[src/rtl/mdu_iter.sv]
// Iterative RISC-V M-extension unit: radix-2 shift-add multiplier and restoring divider, one bit per cycle.
// Optional macro MDU_EARLY_OUT_EN shortcuts divide-by-zero, signed overflow and multiply-by-zero to one BUSY cycle.
module mdu_iter #(
    parameter int XLEN = 32
) (
    input  logic            clk,
    input  logic            rst,
    input  logic            in_valid,
    output logic            in_ready,
    input  logic [2:0]      func_3,
    input  logic [XLEN-1:0] op_1,
    input  logic [XLEN-1:0] op_2,
    output logic            out_valid,
    input  logic            out_ready,
    output logic [XLEN-1:0] result,
    output logic            busy
);

    localparam int CW = $clog2(XLEN);
    localparam logic [CW-1:0] LAST = CW'(XLEN - 1);

    localparam logic [2:0] F_MUL    = 3'b000;
    localparam logic [2:0] F_MULH   = 3'b001;
    localparam logic [2:0] F_MULHSU = 3'b010;
    localparam logic [2:0] F_MULHU  = 3'b011;
    localparam logic [2:0] F_DIV    = 3'b100;
    localparam logic [2:0] F_DIVU   = 3'b101;
    localparam logic [2:0] F_REM    = 3'b110;
    localparam logic [2:0] F_REMU   = 3'b111;

    typedef enum logic [1:0] {
        S_IDLE = 2'b00,
        S_BUSY = 2'b01,
        S_DONE = 2'b10
    } state_t;

    state_t r_state;
    state_t w_state_nxt;

    logic [2:0]      r_func;
    logic [XLEN-1:0] r_hi;
    logic [XLEN-1:0] r_lo;
    logic [XLEN-1:0] r_opb;
    logic [CW-1:0]   r_cnt;
    logic            r_neg_main;
    logic            r_neg_rem;
    logic            r_early;
    logic            r_out_valid;
    logic [XLEN-1:0] r_result;

    logic            w_accept;
    logic            w_sgn_a;
    logic            w_sgn_b;
    logic            w_a_neg;
    logic            w_b_neg;
    logic [XLEN-1:0] w_a_mag;
    logic [XLEN-1:0] w_b_mag;
    logic            w_b_zero;
    logic            w_div0;
    logic            w_early;
    logic [XLEN-1:0] w_hi_ld;
    logic [XLEN-1:0] w_lo_ld;
    logic [XLEN-1:0] w_opb_ld;

    logic [XLEN:0]     w_msum;
    logic [XLEN:0]     w_dshift;
    logic [XLEN+1:0]   w_ddiff;
    logic              w_dneg;
    logic [XLEN-1:0]   w_hi_it;
    logic [XLEN-1:0]   w_lo_it;
    logic [2*XLEN-1:0] w_prod;
    logic [2*XLEN-1:0] w_prod_s;
    logic [XLEN-1:0]   w_quo_s;
    logic [XLEN-1:0]   w_rem_s;
    logic [XLEN-1:0]   w_res;

    assign w_accept = in_valid & (r_state == S_IDLE);

    // Operand signedness per opcode
    always_comb begin
        w_sgn_a = 1'b0;
        w_sgn_b = 1'b0;
        case (func_3)
            F_MULH, F_DIV, F_REM: begin
                w_sgn_a = 1'b1;
                w_sgn_b = 1'b1;
            end
            F_MULHSU: begin
                w_sgn_a = 1'b1;
                w_sgn_b = 1'b0;
            end
            default: begin
                w_sgn_a = 1'b0;
                w_sgn_b = 1'b0;
            end
        endcase
    end

    assign w_a_neg  = w_sgn_a & op_1[XLEN-1];
    assign w_b_neg  = w_sgn_b & op_2[XLEN-1];
    assign w_a_mag  = w_a_neg ? -op_1 : op_1;
    assign w_b_mag  = w_b_neg ? -op_2 : op_2;
    assign w_b_zero = (op_2 == {XLEN{1'b0}});
    assign w_div0   = func_3[2] & w_b_zero;

`ifdef MDU_EARLY_OUT_EN
    assign w_early = w_div0
                   | (w_sgn_b & func_3[2] & (op_1 == {1'b1, {(XLEN-1){1'b0}}}) & (op_2 == {XLEN{1'b1}}))
                   | (~func_3[2] & ((op_1 == {XLEN{1'b0}}) | w_b_zero));
`else
    assign w_early = 1'b0;
`endif

    // Datapath load values; early-out operations are loaded with their final magnitudes
    always_comb begin
        w_hi_ld  = {XLEN{1'b0}};
        w_lo_ld  = {XLEN{1'b0}};
        w_opb_ld = {XLEN{1'b0}};
        if (func_3[2]) begin
            w_lo_ld  = w_a_mag;
            w_opb_ld = w_b_mag;
        end else begin
            w_lo_ld  = w_b_mag;
            w_opb_ld = w_a_mag;
        end
        if (w_early && w_div0) begin
            w_hi_ld = w_a_mag;
            w_lo_ld = {XLEN{1'b1}};
        end else if (w_early && !func_3[2]) begin
            w_lo_ld = {XLEN{1'b0}};
        end else begin
            w_hi_ld = {XLEN{1'b0}};
        end
    end

    // One iteration step: hi:lo is accumulator:multiplier or remainder:dividend/quotient
    always_comb begin
        w_msum   = {1'b0, r_hi} + {1'b0, (r_lo[0] ? r_opb : {XLEN{1'b0}})};
        w_dshift = {r_hi, r_lo[XLEN-1]};
        w_ddiff  = {1'b0, w_dshift} - {2'b00, r_opb};
        w_dneg   = w_ddiff[XLEN+1] | w_ddiff[XLEN];
        if (r_func[2]) begin
            w_hi_it = w_dneg ? w_dshift[XLEN-1:0] : w_ddiff[XLEN-1:0];
            w_lo_it = {r_lo[XLEN-2:0], ~w_dneg};
        end else begin
            w_hi_it = w_msum[XLEN:1];
            w_lo_it = {w_msum[0], r_lo[XLEN-1:1]};
        end
    end

    // Sign correction and result selection
    always_comb begin
        w_prod   = {r_hi, r_lo};
        w_prod_s = r_neg_main ? -w_prod : w_prod;
        w_quo_s  = r_neg_main ? -r_lo : r_lo;
        w_rem_s  = r_neg_rem ? -r_hi : r_hi;
        case (r_func)
            F_MUL:                    w_res = w_prod_s[XLEN-1:0];
            F_MULH, F_MULHSU, F_MULHU: w_res = w_prod_s[2*XLEN-1:XLEN];
            F_DIV, F_DIVU:            w_res = w_quo_s;
            F_REM, F_REMU:            w_res = w_rem_s;
            default:                  w_res = {XLEN{1'b0}};
        endcase
    end

    // FSM state register
    always_ff @(posedge clk) begin
        if (rst) begin
            r_state <= S_IDLE;
        end else begin
            r_state <= w_state_nxt;
        end
    end

    // FSM next-state logic; DONE releases only after the result has been presented
    always_comb begin
        w_state_nxt = r_state;
        case (r_state)
            S_IDLE: begin
                if (in_valid) w_state_nxt = S_BUSY;
                else          w_state_nxt = S_IDLE;
            end
            S_BUSY: begin
                if (r_early || (r_cnt == LAST)) w_state_nxt = S_DONE;
                else                           w_state_nxt = S_BUSY;
            end
            S_DONE: begin
                if (r_out_valid && out_ready) w_state_nxt = S_IDLE;
                else                          w_state_nxt = S_DONE;
            end
            default: w_state_nxt = S_IDLE;
        endcase
    end

    // FSM output decode
    always_comb begin
        in_ready = 1'b0;
        busy     = 1'b0;
        case (r_state)
            S_IDLE:  begin in_ready = 1'b1; busy = 1'b0; end
            S_BUSY:  begin in_ready = 1'b0; busy = 1'b1; end
            S_DONE:  begin in_ready = 1'b0; busy = 1'b1; end
            default: begin in_ready = 1'b0; busy = 1'b0; end
        endcase
    end

    // Datapath registers, iteration counter and registered result
    always_ff @(posedge clk) begin
        if (rst) begin
            r_func      <= 3'b000;
            r_hi        <= {XLEN{1'b0}};
            r_lo        <= {XLEN{1'b0}};
            r_opb       <= {XLEN{1'b0}};
            r_cnt       <= {CW{1'b0}};
            r_neg_main  <= 1'b0;
            r_neg_rem   <= 1'b0;
            r_early     <= 1'b0;
            r_out_valid <= 1'b0;
            r_result    <= {XLEN{1'b0}};
        end else begin
            case (r_state)
                S_IDLE: begin
                    if (w_accept) begin
                        r_func     <= func_3;
                        r_hi       <= w_hi_ld;
                        r_lo       <= w_lo_ld;
                        r_opb      <= w_opb_ld;
                        r_cnt      <= {CW{1'b0}};
                        r_neg_main <= (w_a_neg ^ w_b_neg) & ~w_div0;
                        r_neg_rem  <= w_a_neg;
                        r_early    <= w_early;
                    end
                end
                S_BUSY: begin
                    if (!r_early) begin
                        r_hi  <= w_hi_it;
                        r_lo  <= w_lo_it;
                        r_cnt <= r_cnt + CW'(1);
                    end
                end
                S_DONE: begin
                    if (!r_out_valid) begin
                        r_result    <= w_res;
                        r_out_valid <= 1'b1;
                    end else if (out_ready) begin
                        r_out_valid <= 1'b0;
                    end
                end
                default: r_out_valid <= 1'b0;
            endcase
        end
    end

    assign out_valid = r_out_valid;
    assign result    = r_result;

endmodule

[config.mk]
export PLATFORM = sky130hd
export DESIGN_NAME = mdu_iter
export DESIGN_NICKNAME = d
export VERILOG_FILES = /design/src/rtl/mdu_iter.sv
export SDC_FILE = /design/constraint.sdc
export NUM_CORES = 1
export LEC_CHECK = 0
export BUFFER_PORTS_ARGS = -buffer_cell sky130_fd_sc_hd__buf_2
export CAP_MARGIN = 20
export CORE_ASPECT_RATIO = 0.75
export CORE_MARGIN = 8
export CORE_UTILIZATION = 50
export CTS_BUF_LIST = sky130_fd_sc_hd__clkbuf_8
export DETAILED_ROUTE_END_ITERATION = 6
export PLACE_DENSITY = 0.71
export SKIP_LAST_GASP = 1
export SLEW_MARGIN = 20
export SYNTH_ARGS = -nofsm -noshare
export SYNTH_HDL_FRONTEND = slang
export SYNTH_SLANG_ARGS = --single-unit
[constraint.sdc]
create_clock -name clk -period 3.4 [get_ports clk]
set_clock_uncertainty 0.15 [all_clocks]
set_input_delay 0.51 -clock clk [delete_from_list [all_inputs] [get_ports clk]]
set_output_delay 0.51 -clock clk [all_outputs]
set_load 0.02 [all_outputs]
==> out/qor.yml, run 1 <==
status:
  status: "complete, no violations"
power:
  ir_worst_vdd_v: 0.000233
  p_leak_uw: 0.00753
  power_uw: 5210
  power_density_mw_per_mm2: 300
floorplan:
  rows: 53
  die-width_um: 209
  io_pins: 106
  start_util: 0.502
  dieArea_mm2: 0.0335
  core_mm2: 0.0277
  die_h_um: 160
logic_synthesis:
  ys_async_sr_fraction: 0
  ys_warn_count: 0
  syn_inst: 1941
  synth-edff-count: 0
  synthTopCellsByArea: "dfxtp_1 (20%), ha_1 (6.7%), nor2_1 (6.3%)"
  synth-seq-cells: 141
  netlist.area_leader.share: 0.203
  synth-seq-area-share: 0.203
  netlist_area_mm2: 0.0139
  synth_common_cells: "nor2_1 (234), a21oi_1 (169), nand2_1 (162)"
  avgSynthCellArea_um2: 7.16
  syn-num-nets: 2088
  ys.flop_type: "dfxtp_1"
  ys_types: 76
  synth_most_common_cell: "nor2_1"
  synth_top_area_cell: "dfxtp_1"
sta:
  finalCriticalPeriod_ns: 3.36
  max_slew_margin: 0.430
  setup_viol: 0
  hold_viol_final: 0
  maxSlewViolCount: 0
  fmax_mhz: 297
  worst-slew-pin-transition_ns: 0.855
  tns_ns: 0
  fin_ws_ns: 0.0373
  grt_setup_unrepaired: "yes"
  period_share: 0.989
placement:
  port_buffers: 105
  place_congestion: 0.961
  dp_slack_ns: -0.431
  hpwl_um: 42700
cts:
  clock_latency_ns: 0.49
  cts.sinks: 141
  cts_tree: "done"
  clk_path_buf_depth: 2
  numCtsBuffers: 17
  cts-root-buf: "clkbuf_8"
  htree_levels: 4
  hold_buffers: 0
  clkTransAtPathRegs_ns: 0.09
route:
  drc: 0
  wl_per_cell_um: 21.0
  vias: 15900
  routed_wl_um: 54300
  ant_nets: 0
  drt_first_pass_iters: 6
  via_per_inst: 6.16
  drt_iter0_drc: 2140
global_routing:
  grt_max_degree: 75
  grt_usage: 0.309
  overflow: 0
  grt_pass1_vias: 14600
  antenna_found_initial: 0
  grt_first_pass_wirelength_um: 83200
worst_setup_path:
  cp.required_ns: 3.59
  critPathCaptureType: "flop"
  reg2reg_slack_ns: 0.04
  arrival_ns: 3.55
  critPathMaxFanout: 5
  critPathKind: "flop to flop"
  critPathLaunchType: "flop"
final_layout:
  drive_gt1_frac: 0.256
  fin_util: 0.627
  area_growth_pct: 25.0
  n_antenna_cell: 0
  nFillCells: 2495
  final_net_count: 2364
run:
  cap_violations: 0
worst_hold_path:
  hp-class: "input pin to flop"
-- report_power, final --
group | switching, µW | internal [µW]
clock | 765 | 599
combinational | 1200 | 828
sequential | 85.7 | 1740
-- worst paths after layout --
check	start	end	cells after the start
worst max register to register	r_lo[16]$_SDFFE_PP0P_	result[15]$_SDFFE_PP0P_	10
worst max-delay path	r_lo[16]$_SDFFE_PP0P_	result[15]$_SDFFE_PP0P_	10
worst min-delay path	func_3[1]	r_func[1]$_SDFFE_PP0P_	3
worst min register to register	r_opb[27]$_SDFFE_PP0P_	r_opb[27]$_SDFFE_PP0P_	2
-- kinds of logic (layout without fill, tap and decap cells) --
logic type      count (synthesis)  in the layout  synth area share
simple gates                  643            643             0.214
mux                            76             76            0.0572
buf+inv                       206            494            0.0573
fa+ha+maj                      76             76            0.0695
xor+xnor                      180            180             0.113
compound gates                619            619             0.285
flops                         141            141             0.203
-- cells in the final DEF (no fill, tap or decap), types with 23 or more instances in the layout --
cell      Yosys  routed
buf_2         5     104
mux2i_1      48      47
nand2_1     162     161
buf_4         0     280
dfxtp_1     141     132
o211ai_1     25      25
mux2_2       28      28
ha_1         74      68
a21oi_1     169     159
inv_1        74      72
a22oi_1      26      26
a211oi_1     70      61
a21o_1       28      28
o21ai_0     143     121
xnor2_1      92      89
o31ai_1      27      23
xor2_1       88      88
nor3_1       78      76
nor2_1      234     229
nand3_1      29      27
-- metal layers --
layer  vias up  GRT usage  routed length [µm]
li1       7562          -                   -
met1      7461      0.457               25000
met2       831      0.432               21900
met3        80     0.0742                5960
met4         0     0.0886                1410
met5         -          0                   0
-- state kept, by name (all words and copies together) (netlist names), 2 cells and up --
name	count
result	32
r_hi	32
r_cnt	5
r_state	2
r_func	3
r_lo	32
r_opb	32
-- area by class of cell --
class	instances	area, µm²	area share
clock buffer	18	248	0.0142
clock inverter	13	116	0.00669
inverter	74	283	0.0163
multi-input combinational	1594	10800	0.619
sequential	141	2840	0.163
tap	357	447	0.0257
timing repair buffer	389	2690	0.155
-- through the flow --
step	hold WS (ns)	std cells	instance area, µm²
2_1_floorplan	0.282	1941	13900
3_3_place_gp	0.291	2545	16400
3_5_place_dp	0.293	2545	16400
4_1_cts	0.135	2578	17000
5_1_grt	0.163	2586	17400
6_report	0.162	2586	17400
-- worst max-delay path, cell delays in order (launching register included) --
cell,delay (ns)
dfxtp_1,0.32
or4_4,0.55
or4_4,0.45
or4_4,0.50
or3_4,0.40
buf_6,0.15
buf_4,0.15
o21ai_1,0.17
xnor2_1,0.08
a21oi_1,0.22
nor3_1,0.08
-- what timing repair did --
action | in CTS | in global routing
cloned | 0 | 0
buffers inserted | 2 | 9
pin swaps | 15 | 63
gates resized for setup | 32 | 102
endpoints found under the setup margin | 44 | 61
Power figures use the tool's default switching activity.
==> run 2: changes to the inputs <==
Settings changed: CORE_MARGIN 8 to unset, GPL_ROUTABILITY_DRIVEN set to 0.
==> out/qor.yml, run 2 (synthesized netlist as in run 1, its figures left out) <==
floorplan:
  rows: 52  # was 53
  dieArea_mm2: 0.0285  # was 0.0335 mm²
  die-width_um: 195  # was 209 µm
  start_util: 0.513  # was 0.502
  die_h_um: 146  # was 160 µm
  io_pins: 106  # unchanged
  core_mm2: 0.0271  # was 0.0277 mm²
status:
  status: "complete, but fails checks"  # was complete, no violations
  violations: "setup timing"
placement:
  port_buffers: 105  # unchanged
  hpwl_um: 40200  # was 42700 µm
  postPlaceCellArea_mm2: 0.0162  # was 0.0164 mm²
sta:
  setup_viol: 3  # was 0
  worst-slew-pin-transition_ns: 1.14  # was 0.855 ns
  grt_setup_unrepaired: "yes"  # unchanged
  fmax_mhz: 289  # was 297 MHz
  finalCriticalPeriod_ns: 3.46  # was 3.36 ns
  period_share: 1.02  # was 0.989
  maxSlewViolCount: 0  # unchanged
  fin_ws_ns: -0.0552  # was 0.0373 ns
  max_slew_margin: 0.242  # was 0.430
  hold_viol_final: 0  # unchanged
power:
  internal-power_uw: 3320  # was 3160 µW
  netSwitchingFraction: 0.379  # was 0.393
  ir_worst_vdd_v: 0.000302  # was 0.000233 V
  p_comb_frac: 0.370  # was 0.389
  pwr-share-clk: 0.287  # was 0.261
  seqPwrFrac: 0.343  # was 0.350
  power_uw: 5360  # was 5210 µW
  power_density_mw_per_mm2: 311  # was 300 mW/mm²
  p_switching_uw: 2030  # was 2050 µW
  p_leak_uw: 0.00742  # was 0.00753 µW
final_layout:
  n_antenna_cell: 0  # unchanged
  fin_util: 0.634  # was 0.627
  layout_common_cells: "buf_4 (247), nor2_1 (229), a21oi_1 (163)"  # was buf_4 (280), nor2_1 (229), nand2_1 (161)
  final_common_cell: "buf_4"  # unchanged
  nFillCells: 2396  # was 2495
  area_growth_pct: 23.8  # was 25.0%
  design_area_mm2: 0.0172  # was 0.0174 mm²
  drive_gt1_frac: 0.241  # was 0.256
  final_net_count: 2332  # was 2364
route:
  wl_per_cell_um: 20.5  # was 21.0 µm
  via_per_inst: 6.32  # was 6.16
  ant_nets: 0  # unchanged
  vias: 16100  # was 15900
  drt_iter0_drc: 2229  # was 2140
  routed_wl_um: 52200  # was 54300 µm
  drc: 0  # unchanged
  drt_first_pass_iters: 6  # unchanged
run:
  cap_violations: 0  # unchanged
worst_setup_path:
  critPathLaunchType: "flop"  # unchanged
  reg2reg_slack_ns: -0.06  # was 0.04 ns
  r2r_start: "r_hi[10]$_SDFFE_PP0P_"  # was r_lo[16]$_SDFFE_PP0P_
  cp-endpoint: "result[26]$_SDFFE_PP0P_"  # was result[15]$_SDFFE_PP0P_
  cp.required_ns: 3.62  # was 3.59 ns
  critPathMaxFanout: 8  # was 5
  arrival_ns: 3.67  # was 3.55 ns
  critPathCaptureType: "flop"  # unchanged
  startpoint: "r_hi[10]$_SDFFE_PP0P_"  # was r_lo[16]$_SDFFE_PP0P_
  critPathKind: "flop to flop"  # unchanged
  r2r-end: "result[26]$_SDFFE_PP0P_"  # was result[15]$_SDFFE_PP0P_
  worst_r2r_path_depth: 11  # was 10
cts:
  cts_tree: "done"  # unchanged
  clock_latency_ns: 0.49  # about the same
  htree_levels: 4  # unchanged
  clkTransAtPathRegs_ns: 0.09  # about the same
  numCtsBuffers: 17  # unchanged
  cts.sinks: 141  # unchanged
  clk_path_buf_depth: 2  # unchanged
  cts-root-buf: "clkbuf_8"  # unchanged
global_routing:
  antenna_found_initial: 0  # unchanged
  grt_first_pass_wirelength_um: 79400  # was 83200 µm
  grt_max_degree: 74  # was 75
  overflow: 0  # unchanged
  grt_pass1_vias: 14400  # was 14600
  grt_usage: 0.351  # was 0.309
worst_hold_path:
  hp-class: "input pin to flop"  # unchanged
==> run 2: cell types whose count changed in the layout (fill, tap and decap cells not counted), sizes merged <==
cell,previous run,this run
clkbuf,18,21
buf,389,355
bufinv,1,3
clkinv,6,3
==> run 2: layer usage <==
layer | vias up | global-route usage | share of wire
met5 | - | 0 | 0
li1 | 7521 | - | -
met2 | 925 | 0.503 | 0.41
met1 | 7535 | 0.505 | 0.44
met3 | 117 | 0.0984 | 0.13
met4 | 0 | 0.105 | 0.028
==> run 2: area by class of cell <==
class / count / area, µm² / area share
clock buffers: 19 / 262 / 0.0152
repair buffers: 357 / 2500 / 0.146
well taps: 351 / 439 / 0.0255
flip-flops and latches: 141 / 2830 / 0.164
multi-input cells: 1594 / 10700 / 0.624
clock inverters: 12 / 161 / 0.00938
inverters: 74 / 280 / 0.0163
==> run 2: worst min-delay path by stage <==
| stage | from | to | slack (ns) | cells past startpoint |
|---|---|---|---|---|
| detailed placement | r_opb[24]$_SDFFE_PP0P_ | r_opb[24]$_SDFFE_PP0P_ | 0.29 | 2 |
| finish | func_3[1] | r_func[1]$_SDFFE_PP0P_ | 0.18 | 3 |
| CTS | func_3[1] | r_func[1]$_SDFFE_PP0P_ | 0.15 | 3 |
| floorplan | r_opb[15]$_SDFFE_PP0P_ | r_opb[15]$_SDFFE_PP0P_ | 0.28 | 2 |
| global route | func_3[1] | r_func[1]$_SDFFE_PP0P_ | 0.18 | 3 |
| global placement | result[26]$_SDFFE_PP0P_ | result[26]$_SDFFE_PP0P_ | 0.29 | 2 |
==> run 2: power groups by stage <==
stage          clock network (µW)  registers, µW  logic (µW)
3_3_place_gp                    0           1860        1790
6_report                     1540           1840        1980
3_5_place_dp                    0           1860        1820
4_1_cts                      1540           1830        1850
5_1_grt                      1600           1840        2120
2_1_floorplan                   0           1840        1110
==> run 2: timing repair <==
| action | 4_1_cts | 5_1_grt |
|---|---|---|
| endpoints found under the hold margin | 0 | 0 |
| resized for setup | 23 | 89 |
| gates cloned | 0 | 2 |
| setup buffers | 4 | 9 |
| pin swaps | 7 | 46 |
| setup endpoints to repair | 25 | 60 |
| hold buffers | 0 | 0 |
==> run 2: through the flow <==
stage	setup WS (ns)	instances	TNS [ns]	hold WS, ns
final	-0.0552	2548	-0.0654	0.181
after CTS	-0.0587	2539	-0.107	0.151
after floorplan	0.00305	1941	0	0.282
after global routing	-0.166	2548	-1.01	0.175
after global placement	-0.158	2504	-1.22	0.291
after detailed placement	-0.308	2504	-2.36	0.295
==> run 2: critical path, stage by stage, from the launching register on <==
cell	delay [ns]
dfxtp_1	0.37
buf_4	0.22
or4_4	0.58
or2_1	0.27
or4_1	0.64
nor3_4	0.22
buf_4	0.16
nand2_1	0.09
o21ai_0	0.20
xnor2_1	0.15
o211ai_1	0.21
a21oi_1	0.09
